<file path="src/rtl/ram_march_tester.sv">
// March BIST engine for a single-port RAM with registered read data.
// Runs W(bg); up R(bg)W(~bg); down R(~bg)W(bg); up R(bg) and reports the result.
module ram_march_tester #(
  parameter int                ADDR_W = 6,
  parameter int                DATA_W = 8,
  parameter logic [DATA_W-1:0] BG     = '0
) (
  input  logic              clk,
  input  logic              reset,
  input  logic              start,
  output logic              ram_we,
  output logic [ADDR_W-1:0] ram_addr,
  output logic [DATA_W-1:0] ram_din,
  input  logic [DATA_W-1:0] ram_dout,
  output logic              busy,
  output logic              done,
  output logic              pass,
  output logic [ADDR_W-1:0] fail_addr,
  output logic [DATA_W-1:0] fail_data,
  output logic [7:0]        fail_cnt,
  output logic [3:0]        dbg_state
);

  typedef enum logic [3:0] {
    IDLE, W0, RW1_RD, RW1_WR, RW0_RD, RW0_WR, R0_RD, R0_CHK, DONE
  } state_t;

  localparam logic [ADDR_W-1:0] ADDR_MAX = '1;

  // Handshake: start is a level sampled only in IDLE; done is a one-cycle
  // pulse one cycle after the last compare, with pass valid in that same cycle.
  state_t              state, state_nxt;
  logic [ADDR_W-1:0]   addr_q, addr_nxt;
  logic                cmp_en;
  logic [DATA_W-1:0]   exp_data;
  logic                mismatch;
  logic [7:0]          fail_cnt_nxt;
  logic                we_nxt;
  logic [DATA_W-1:0]   din_nxt;
  logic                busy_nxt;

  assign ram_addr  = addr_q;
  assign dbg_state = state;

  always_comb begin
    state_nxt = state;
    addr_nxt  = addr_q;
    cmp_en    = 1'b0;
    exp_data  = '0;
    case (state)
      IDLE: begin
        if (start) begin
          state_nxt = W0;
          addr_nxt  = '0;
        end
      end
      W0: begin
        if (addr_q == ADDR_MAX) begin
          state_nxt = RW1_RD;
          addr_nxt  = '0;
        end else begin
          addr_nxt = addr_q + 1'b1;
        end
      end
      RW1_RD: state_nxt = RW1_WR;
      RW1_WR: begin
        cmp_en   = 1'b1;
        exp_data = BG;
        if (addr_q == ADDR_MAX) begin
          state_nxt = RW0_RD;
          addr_nxt  = ADDR_MAX;
        end else begin
          state_nxt = RW1_RD;
          addr_nxt  = addr_q + 1'b1;
        end
      end
      RW0_RD: state_nxt = RW0_WR;
      RW0_WR: begin
        cmp_en   = 1'b1;
        exp_data = ~BG;
        if (addr_q == '0) begin
          state_nxt = R0_RD;
        end else begin
          state_nxt = RW0_RD;
          addr_nxt  = addr_q - 1'b1;
        end
      end
      R0_RD: state_nxt = R0_CHK;
      R0_CHK: begin
        cmp_en   = 1'b1;
        exp_data = BG;
        if (addr_q == ADDR_MAX) begin
          state_nxt = DONE;
        end else begin
          state_nxt = R0_RD;
          addr_nxt  = addr_q + 1'b1;
        end
      end
      DONE: begin
        state_nxt = IDLE;
        addr_nxt  = '0;
      end
      default: begin
        state_nxt = IDLE;
        addr_nxt  = '0;
      end
    endcase
  end

  // RAM pin values for the cycle the FSM is entering, so they register with it.
  always_comb begin
    we_nxt   = 1'b0;
    din_nxt  = '0;
    busy_nxt = 1'b1;
    case (state_nxt)
      W0:     begin we_nxt = 1'b1; din_nxt = BG;  end
      RW1_WR: begin we_nxt = 1'b1; din_nxt = ~BG; end
      RW0_WR: begin we_nxt = 1'b1; din_nxt = BG;  end
      IDLE, DONE: busy_nxt = 1'b0;
      default: ;
    endcase
  end

  // fail_cnt saturates and never returns to zero within a run, so zero marks "no mismatch yet".
  assign mismatch     = cmp_en && (ram_dout != exp_data);
  assign fail_cnt_nxt = (mismatch && fail_cnt != 8'hFF) ? fail_cnt + 8'd1 : fail_cnt;

  always_ff @(posedge clk) begin
    if (reset) begin
      state     <= IDLE;
      addr_q    <= '0;
      ram_we    <= 1'b0;
      ram_din   <= '0;
      busy      <= 1'b0;
      done      <= 1'b0;
      pass      <= 1'b0;
      fail_addr <= '0;
      fail_data <= '0;
      fail_cnt  <= '0;
    end else begin
      state   <= state_nxt;
      addr_q  <= addr_nxt;
      ram_we  <= we_nxt;
      ram_din <= din_nxt;
      busy    <= busy_nxt;
      done    <= (state_nxt == DONE);
      if (state == IDLE && start) begin
        pass      <= 1'b0;
        fail_addr <= '0;
        fail_data <= '0;
        fail_cnt  <= '0;
      end else begin
        fail_cnt <= fail_cnt_nxt;
        if (mismatch && fail_cnt == 8'd0) begin
          fail_addr <= addr_q;
          fail_data <= ram_dout;
        end
        if (state_nxt == DONE) pass <= (fail_cnt_nxt == 8'd0);
      end
    end
  end

endmodule
</file>
<file path="config.mk">
export PLATFORM = sky130hd
export DESIGN_NAME = ram_march_tester
export DESIGN_NICKNAME = d
export VERILOG_FILES = /design/src/rtl/ram_march_tester.sv
export SDC_FILE = /design/constraint.sdc
export NUM_CORES = 1
export LEC_CHECK = 0
export BUFFER_PORTS_ARGS = -buffer_cell sky130_fd_sc_hd__buf_2
export CAP_MARGIN = 0
export CORE_MARGIN = 4
export CORE_UTILIZATION = 53
export DETAILED_ROUTE_END_ITERATION = 10
export PLACE_DENSITY = 0.8
export REMOVE_ABC_BUFFERS = 1
export SLEW_MARGIN = 20
export SYNTH_ARGS = -nofsm -noshare
export SYNTH_HDL_FRONTEND = slang
export SYNTH_SLANG_ARGS = --single-unit
export TNS_END_PERCENT = 20
</file>
<file path="constraint.sdc">
create_clock -name clk -period 2.8 [get_ports clk]
set_clock_uncertainty 0.05 [all_clocks]
set_input_delay 0.14 -clock clk [delete_from_list [all_inputs] [get_ports clk]]
set_output_delay 0.14 -clock clk [all_outputs]
set_load 0.1 [all_outputs]
</file>
**Yosys cells after proc, flatten, opt, wreduce, memory -nomap -nowiden**

Cells that the tools add are included.

- Reduce and logical (&&, ||, !) cells: 15
- Bitwise gates (word level): 1
- Add/subtract/negate cells: 3
- Equal/unequal tests: 17
- Multiplexer cells: 18

Operators with widths:

| cell | number |
|---|---|
| 6-bit one-hot mux with 6 select lines | 1 |
| 4-bit one-hot mux with 8 select lines | 1 |
| 6-bit two-way mux | 5 |
| 8-bit two-way mux | 3 |
| 4-bit by 3-bit == test with 1-bit output, second input constant | 5 |
| 8-bit zero test | 2 |
| 4-bit by 2-bit == test with 1-bit output, second input constant | 3 |
| 4-bit two-way mux | 3 |
| 3-bit OR reduction | 3 |
| 8-bit by 1-bit adder with 8-bit output, second input constant | 1 |
| 4-bit by 1-bit == test with 1-bit output, second input constant | 2 |
| 4-bit zero test | 2 |
| 8-bit inequality test | 1 |
| 8-bit inequality test, second input constant | 1 |
| 6-bit by 1-bit adder with 6-bit output, second input constant | 1 |
| 6-bit == test, second input constant | 1 |
| 6-bit zero test | 1 |
| 2-bit inequality test, second input constant | 3 |
| 6-bit by 1-bit subtractor with 6-bit output, second input constant | 1 |
| 4-bit == test, second input constant | 1 |
| 1-bit logical AND | 4 |
| 4-bit AND reduction | 1 |
| 2-bit OR reduction | 2 |
| 1-bit two-way mux | 3 |
| other kinds (3) | 3 |

- Output and inout port bits: 44
- Bits of input ports: 11
- Register bits after elaboration: 44
- Word-level logic and storage cells: 64

**Depth between registers and ports, before layout**

Gate-level depths: netlist of the first run.

- Depth after elaboration: 7
- Gate-level depth with buffers: 8
- Gate-level depth less buffers: 7

**Least setup slack after synthesis of the first run**

Ideal clock, no wire load.

- Path kind: register to register
- Start: register state[0] (netlist: dbg_state[0])
- End: register fail_addr[5]
- Stages on the path, launching flop included: 9
- Arrival time: 2546 ps
- Setup time: 128 ps
- Clock period less this slack: 2724 ps
- Path slack: 76 ps
- Data required time: 2622 ps
- Path buffers: 2
- Cells stage by stage: dfxtp_1 buf_4 and4bb_4 o21a_4 nor2_2 nor4_4 buf_6 mux2i_1 nor2_1

- Word-level cells in the longest chain between the ends: 5
- Elaborated cells on any way between the ends: 12
- Those cells by class: 4 x eq/ne; 2 x mux; 6 x reduce/logical

RTL lines:

| what | line | RTL |
|---|---|---|
| start, declared | 32 | `state_t state, state_nxt;` |
| start signal, assigned | 141 | `state <= state_nxt;` |
| 4-bit by 3-bit == test with 1-bit output / 4-bit by 2-bit == test with 1-bit output (equally long branches) | 50 | `case (state)` |
| 8-bit two-way mux / 3-bit OR reduction (equally long branches) | -- |  |
| 8-bit inequality test / 1-bit two-way mux (equally long branches) | 125, 50 |  |
| 1-bit logical AND | 125 | `assign mismatch = cmp_en && (ram_dout != exp_data);` |
| 1-bit logical AND | 154 | `if (mismatch && fail_cnt == 8'd0) begin` |
| end signal, assigned | 155 | `fail_addr <= addr_q;` |
| end, declared | 18 | `output logic [ADDR_W-1:0] fail_addr,` |

Several ways; a longest one is shown, not always the timed one.
A chain may end at the register's enable or synchronous reset.

**Final worst setup path of the first run**

- Start: register state[3] (netlist: dbg_state[3])
- End: register pass

- Word-level cells in the longest chain between the ends: 7
- Elaborated cells on any way between the ends: 22
- Those cells by class: 9 x eq/ne; 6 x mux; 7 x reduce/logical

RTL lines:

| what | line | RTL |
|---|---|---|
| 4-bit by 3-bit == test with 1-bit output / 4-bit by 2-bit == test with 1-bit output (equally long branches) | 50 |  |
| 8-bit two-way mux / 3-bit OR reduction (equally long branches) | -- |  |
| 8-bit inequality test / 1-bit two-way mux (equally long branches) | 125, 50 |  |
| 1-bit logical AND | 125 |  |
| 1-bit logical AND | 126 | `assign fail_cnt_nxt = (mismatch && fail_cnt != 8'hFF) ? fail_cnt + 8'd1 : fail_cnt;` |
| 8-bit two-way mux | 126 |  |
| 8-bit zero test | 158 | `if (state_nxt == DONE) pass <= (fail_cnt_nxt == 8'd0);` |
| end signal, assigned | 158 |  |
| end, declared | 17 | `output logic pass,` |

Several ways; a longest one is shown, not always the timed one.

==> flow_metrics.py, run 1 <==
metrics = {
    "status": {
        "status": "finished, final reports clean",
    },
    "logic_synthesis": {
        "synthTopCellsByArea": "dfxtp_1 (35%), mux2i_1 (8.6%), nor2_1 (7.0%), xnor2_1 (3.3%), buf_4 (3.2%)",
        "synth-edff-count": 0,
        "ys_seq_area_share_pct": 35.20,
        "synth_top_cell_by_area": "dfxtp_1",
        "async_flop_share_pct": 0,
        "postSynthAreaPerCell_um2": 8.221,
        "synth.top_cell.area_share_pct": 35.20,
        "ys_ff_latch": 37,
        "syn-cell-area_um2": 2105,
        "yosysUniqueCellTypes": 48,
        "synthFlopType": "dfxtp_1",
        "syn_inst": 256,
        "ys_warn_count": 0,
    },
    "critical_path": {
        "cp-start-kind": "flop",
        "crit_path_start": "dbg_state[3]",
        "worstPathRequired_ns": 2.94,
        "crit_type": "reg2reg",
        "worstPathArrival_ns": 2.50,
        "rr_startpoint": "dbg_state[3]",
        "r2r_slack_ns": 0.44,
        "reg2reg_to": "pass",
        "endpoint_kind": "flop",
        "crit_fanout": 15,
        "reg2reg_depth": 7,
    },
    "clock_network": {
        "post-cts-setup-buffers": 0,
        "clk_latency_ns": 0.30,
        "cts_hold_buf": 0,
        "clock-sinks": 37,
        "cts_tree": "yes",
        "htreeDepth": 2,
        "cts_resized": 0,
        "cts_buffer_depth": 2,
        "clock_tree.root_cell": "clkbuf_8",
        "cts-buffers-inserted": 5,
        "clk_pin_slew_worst_paths_ns": 0.08,
    },
    "floorplanning": {
        "fp.dieH_um": 71.02,
        "initial_core_util_pct": 56.22,
        "io_pins": 55,
        "die_x_um": 71.02,
        "rows": 22,
        "die-area_um2": 5043,
        "core_area_um2": 3744,
    },
    "finish": {
        "multi_input_area_um2": 1190,
        "syn_to_final_growth_pct": 17.60,
        "seq_area_um2": 740.7,
        "final_common_cell": "buf_2",
        "diodes": 0,
        "drive_above_1_share_pct": 26.23,
        "layout.nets": 320,
        "utilization_pct": 66.11,
        "design_area_um2": 2475,
        "fillers": 332,
        "layout_common_cells": "buf_2 (54), nor2_1 (39), dfxtp_1 (37)",
    },
    "global_route": {
        "grt_use_total_pct": 20.87,
        "overflow": 0,
        "grt_pass1_vias": 1860,
        "grt_pass1_wl_um": 8535,
        "antenna_found_initial": 0,
        "grt_max_degree": 24,
    },
    "power_and_ir_drop": {
        "p_leak_nw": 1.035,
        "cellPowerDensity_nw_per_um2": 431.1,
        "ir_drop_uv": 327.2,
    },
    "route": {
        "drt-initial-drc-count": 198,
        "wl_per_cell_um": 13.99,
        "drt_wl_total_um": 4937,
        "via_per_inst": 5.654,
        "drtPass1Iterations": 4,
        "drc": 0,
        "num_vias": 1996,
        "drtAntennaViolNets": 0,
    },
    "place": {
        "place_congestion": 0.9721,
        "port_buffers": 54,
        "post_dp_cell_area_um2": 2374,
        "dp_hpwl_um": 3604,
    },
    "timing": {
        "tightest_slew_ns": 0.5677,
        "grt_setup_unrepaired": "false",
        "slew_headroom_pct": 61.75,
        "hold_viol_final": 0,
        "setup_viol_count_final": 0,
        "min_period_ns": 2.361,
        "fin_crit_sh_pct": 84.31,
        "slew_violations": 0,
        "fmax_ghz": 0.4236,
    },
    "hold_path": {
        "holdPathStages": 3,
        "hp-start": "ram_dout[4]",
        "hp-class": "in2reg",
        "hold_path_end": "fail_data[4]",
    },
    "run": {
        "cap_violations": 0,
    },
}
==> power breakdown <==
group | switching, mW | internal [mW] | total (mW)
logic | 0.0815 | 0.0291 | 0.111
clock network | 0.195 | 0.222 | 0.418
registers | 0.00750 | 0.531 | 0.539
==> cells in the mapped netlist, drive strengths merged, types with 6 or more instances <==
cell and n:
xnor2 8, inv 12, mux2i 18, o21ai 13, dfxtp 37, nand2 18, nor2 40, a21oi 8
nand3 11, nor3 8, buf 16, nor4 8, clkbuf 6
==> cell families after synthesis <==
kind of cell / Yosys count / share of synthesized area, %
AO/OA/AOI/OAI: 48 / 15.75
XOR/XNOR: 11 / 4.578
adder cells (fa/ha/maj): 5 / 2.973
buffers and inverters: 34 / 8.264
flip-flops: 37 / 35.20
multiplexers: 19 / 9.096
AND/OR/NAND/NOR: 102 / 24.14
==> state kept, by name, indices dropped and copies added (netlist names) <==
register   flops
fail_cnt       8
fail_data      8
fail_addr      6
ram_addr       6
dbg_state      4
busy           1
done           1
pass           1
ram_din        1
ram_we         1
==> worst max-delay path by stage <==
stage	to	cells past startpoint
after detailed placement	pass	7
after global placement	pass	7
after CTS	pass	7
final	pass	7
after global routing	pass	7
after floorplan	ram_din[0]	0
==> final cells by class <==
class                      count  area share (%)
tap                           48           2.427
sequential                    37           29.93
clock buffer                   7           3.893
multi-input combinational    185           48.08
inverter                      12           1.820
timing repair buffer          63           13.65
clock inverter                 1          0.2022
==> critical path: stages (launching register included) <==
cell and delay (ns):
dfxtp_1 0.45, nand2b_2 0.31, a211oi_2 0.30, o22ai_1 0.17, buf_4 0.19, or4_1 0.49, o211a_1 0.13, a31o_1 0.16
==> through the flow <==
step | setup TNS, ns | power (mW) | hold slack, ns | setup slack (ns) | std cells
finish | 0 | 1.067 | 0.06004 | 0.4394 | 353
detailed placement | 0 | 0.6610 | 0.3683 | 0.4909 | 345
floorplan | -26.04 | 0.6283 | 0.1591 | -2.808 | 234
global placement | 0 | 0.6600 | 0.3507 | 0.5322 | 345
CTS | 0 | 1.076 | 0.05600 | 0.4602 | 353
global route | 0 | 1.111 | 0.06837 | 0.3090 | 353
==> per-layer routing <==
layer / GRT usage, % / wire [um] / vias up
li1: - / - / 994
met1: 27.81 / 2302 / 921
met2: 31.51 / 2220 / 73
met3: 5.114 / 315 / 8
met4: 10.02 / 99 / 0
met5: 0 / 0 / -
No activity file was read; power rests on OpenSTA's default activity.
==> run 2, diff against run 1 <==
- ABC_AREA: default -> 1
- CORE_UTILIZATION: 53 -> 48
- PLACE_DENSITY: 0.8 -> 0.76
- clock period: 2.8 -> 2.1 ns (I/O delays scaled with it)
==> run 2 against run 1 <==
Net effect:
- utilization is 6.2 points lower
- sequential share of layout area fell by 1.8 points
- global-route usage down 2.1 points
- total power up 28%
- clock-buffer cell count fell by 2
- area after synthesis grew 6.0%
- synthesized cell count is 23% higher
- critical path depth increased by 4
- largest power group unchanged
- sequential power increased by 33%
- design area is 6.9% higher
- setup slack got worse by 0.23 ns
- die area is 15% higher
- largest cell class unchanged
==> flow_metrics.py, run 2 <==
metrics = {
    "clock_network": {
        "cts-buffers-inserted": 5,
        "clk_latency_ns": 0.29,
        "cts_hold_buf": 0,
        "htreeDepth": 2,
        "clock-sinks": 37,
        "clock_tree.root_cell": "clkbuf_8",
        "clk_pin_slew_worst_paths_ns": 0.08,
        "cts_tree": "yes",
        "cts_buffer_depth": 2,
    },
    "logic_synthesis": {
        "ys_seq_area_share_pct": 33.20,
        "synth-edff-count": 0,
        "async_flop_share_pct": 0,
        "yosysUniqueCellTypes": 41,
        "syn_inst": 314,
        "synth_xor_area_share_pct": 1.963,
        "ys_ff_latch": 37,
        "synth_mux_area_share_pct": 0,
        "syn-cell-area_um2": 2231,
        "synth_compound_area_share_pct": 14.30,
        "synth_top_family_by_area": "simple AND/OR/NAND/NOR gates",
        "synth.top_cell.area_share_pct": 33.20,
        "synth_top_cell_by_area": "dfxtp_1",
        "synthSimpleGateAreaFrac_pct": 35.11,
        "synthFlopType": "dfxtp_1",
        "yosysMostFrequentCell": "nand2_1",
        "ys_warn_count": 0,
        "synthTopCellsByArea": "dfxtp_1 (33%), nand2_1 (12%), inv_1 (5.9%), nor2_1 (5.7%), a21oi_1 (5.6%)",
        "postSynthAreaPerCell_um2": 7.105,
        "synth_fa_ha_area_share_pct": 2.804,
        "netlist_top_cells_count": "nand2_1 (69), dfxtp_1 (37), inv_1 (35), nor2_1 (34), a21oi_1 (25)",
    },
    "power_and_ir_drop": {
        "p_leak_nw": 1.244,
        "cellPowerDensity_nw_per_um2": 514.9,
        "intPower_uw": 973.8,
        "clkPwrFrac_pct": 36.6,
        "switching_power_uw": 388.2,
        "pwr-share-seq_pct": 52.5,
        "sw_frac_of_total_pct": 28.50,
        "ir_drop_uv": 290.1,
        "power.share.combinational_pct": 10.9,
        "power_mw": 1.362,
    },
    "route": {
        "route.met3.wl_um": 456,
        "routed.top_layer": "met4",
        "drc": 0,
        "wl_met1_um": 2458,
        "drt_wl_total_um": 5504,
        "via_per_inst": 5.232,
        "wl_met2_um": 2496,
        "wl_per_cell_um": 12.92,
        "drtPass1Iterations": 5,
        "drt-initial-drc-count": 152,
        "num_vias": 2229,
        "drtAntennaViolNets": 0,
    },
    "global_route": {
        "grt_use_total_pct": 18.81,
        "grt_pass1_wl_um": 9280,
        "grt_pass1_vias": 2020,
        "antenna_found_initial": 0,
        "grt_max_degree": 29,
        "overflow": 0,
    },
    "finish": {
        "layout_common_cells": "nand2_1 (69), buf_2 (54), dfxtp_1 (35)",
        "fin_cells": 426,
        "final_common_cell": "nand2_1",
        "layout.nets": 389,
        "design_area_um2": 2645,
        "diodes": 0,
        "biggestRegsByFlops": "fail_cnt (8), fail_data (8)",
        "drive_above_1_share_pct": 29.95,
        "syn_to_final_growth_pct": 18.56,
    },
    "timing": {
        "grt_setup_unrepaired": "false",
        "slew_headroom_pct": 60.54,
        "holdWs_ns": 0.04935,
        "worst_slack_ns": 0.2087,
        "tightest_slew_ns": 0.5874,
        "slew_violations": 0,
        "fmax_ghz": 0.5287,
        "setup_viol_count_final": 0,
        "hold_viol_final": 0,
        "fin_crit_sh_pct": 90.06,
        "min_period_ns": 1.891,
    },
    "hold_path": {
        "holdPathStages": 3,
        "hp-start": "ram_dout[0]",
        "hp-class": "in2reg",
        "hold_path_end": "fail_data[0]",
    },
    "floorplanning": {
        "io_pins": 55,
        "rows": 24,
        "fp.dieH_um": 76.18,
        "die_x_um": 76.18,
        "die-area_um2": 5803,
        "initial_core_util_pct": 50.54,
        "core_area_um2": 4414,
    },
    "critical_path": {
        "crit_path_start": "fail_cnt[1]",
        "worstPathRequired_ns": 2.28,
        "crit_fanout": 7,
        "r2r_slack_ns": 0.21,
        "rr_startpoint": "fail_cnt[1]",
        "worstPathArrival_ns": 2.07,
        "endpoint_kind": "flop",
        "cp-start-kind": "flop",
        "reg2reg_to": "pass",
        "reg2reg_depth": 11,
        "crit_type": "reg2reg",
    },
    "run": {
        "cap_violations": 0,
    },
    "status": {
        "status": "finished, final reports clean",
    },
    "place": {
        "post_dp_cell_area_um2": 2539,
        "pre_cts_slack_ns": 0.1698,
        "dp.cells": 417,
        "port_buffers": 54,
        "dp_hpwl_um": 3970,
        "place_congestion": 0.8546,
    },
}
[run 2: cell count changes after synthesis, moves of 5 or more]
cell,change
and3_1,-5
inv_1,+24
a21oi_1,+17
o21ai_1,+11
inv_2,+8
nand3_1,-6
nor4_1,-5
xnor2_1,-5
nand2_1,+51
mux2i_1,-18
nand4_1,+9
nor2_2,+6
nor2_1,-5
[run 2: layout make-up]
| type | count | area (um^2) |
|---|---|---|
| clock inverter | 3 | 17.52 |
| clock buffer | 5 | 68.82 |
| inverter | 45 | 171.4 |
| timing repair buffer | 65 | 352.8 |
| multi-input combinational | 219 | 1226 |
| fill | 415 | 1769 |
| sequential | 37 | 743.2 |
| tap | 52 | 65.06 |
[run 2: worst max path at each step]
stage | end | depth (start not counted) | slack [ns]
floorplan | ram_din[0] | 0 | -3.47
global placement | fail_addr[1] | 7 | 0.19
detailed placement | fail_data[7] | 7 | 0.17
CTS | fail_data[7] | 7 | 0.15
global route | busy | 8 | 0.04
finish | pass | 11 | 0.21
[run 2: routing by layer]
metal,GRT usage (%),up-vias
met4,6.294,0
met2,29.02,79
met1,24.71,995
li1,-,1143
met3,6.028,12
met5,0,-
[run 2: cell families after synthesis]
family,Yosys count
AOI/OAI and AO/OA,57
xor gates and xnor gates,5
adders and majority gates,5
and+or+nand+nor,151
buffers and inverters,59
DFF,37
[run 2: critical path: stages, from the launching register on]
cell and delay, ns:
dfxtp_1 0.38, ha_1 0.20, nand2_1 0.06, inv_1 0.14, nand4_1 0.28, nand4_1 0.21, nand2_1 0.08, inv_2 0.06
nand2_2 0.05, nor2_2 0.12, nand3_2 0.07, a21oi_2 0.11
[run 2: through the flow]
stage | TNS, ns | utilization (%)
after floorplan | -38.91 | -
after global placement | 0 | 57.51
after detailed placement | 0 | 57.51
after CTS | 0 | 59.47
after global routing | 0 | 59.92
final | 0 | 59.92
[run 2: power groups by stage]
stage | combinational (mW) | sequential (mW) | clock (mW)
5_1_grt | 0.164 | 0.716 | 0.541
6_report | 0.149 | 0.715 | 0.498
2_1_floorplan | 0.0562 | 0.779 | 0
3_5_place_dp | 0.147 | 0.731 | 0
3_3_place_gp | 0.146 | 0.731 | 0
4_1_cts | 0.149 | 0.715 | 0.508
[run 2: timing repair]
| item | 4_1_cts | 5_1_grt |
|---|---|---|
| resized for setup | 0 | 4 |
| buffers inserted | 0 | 0 |
| endpoints found under the setup margin | 0 | 12 |
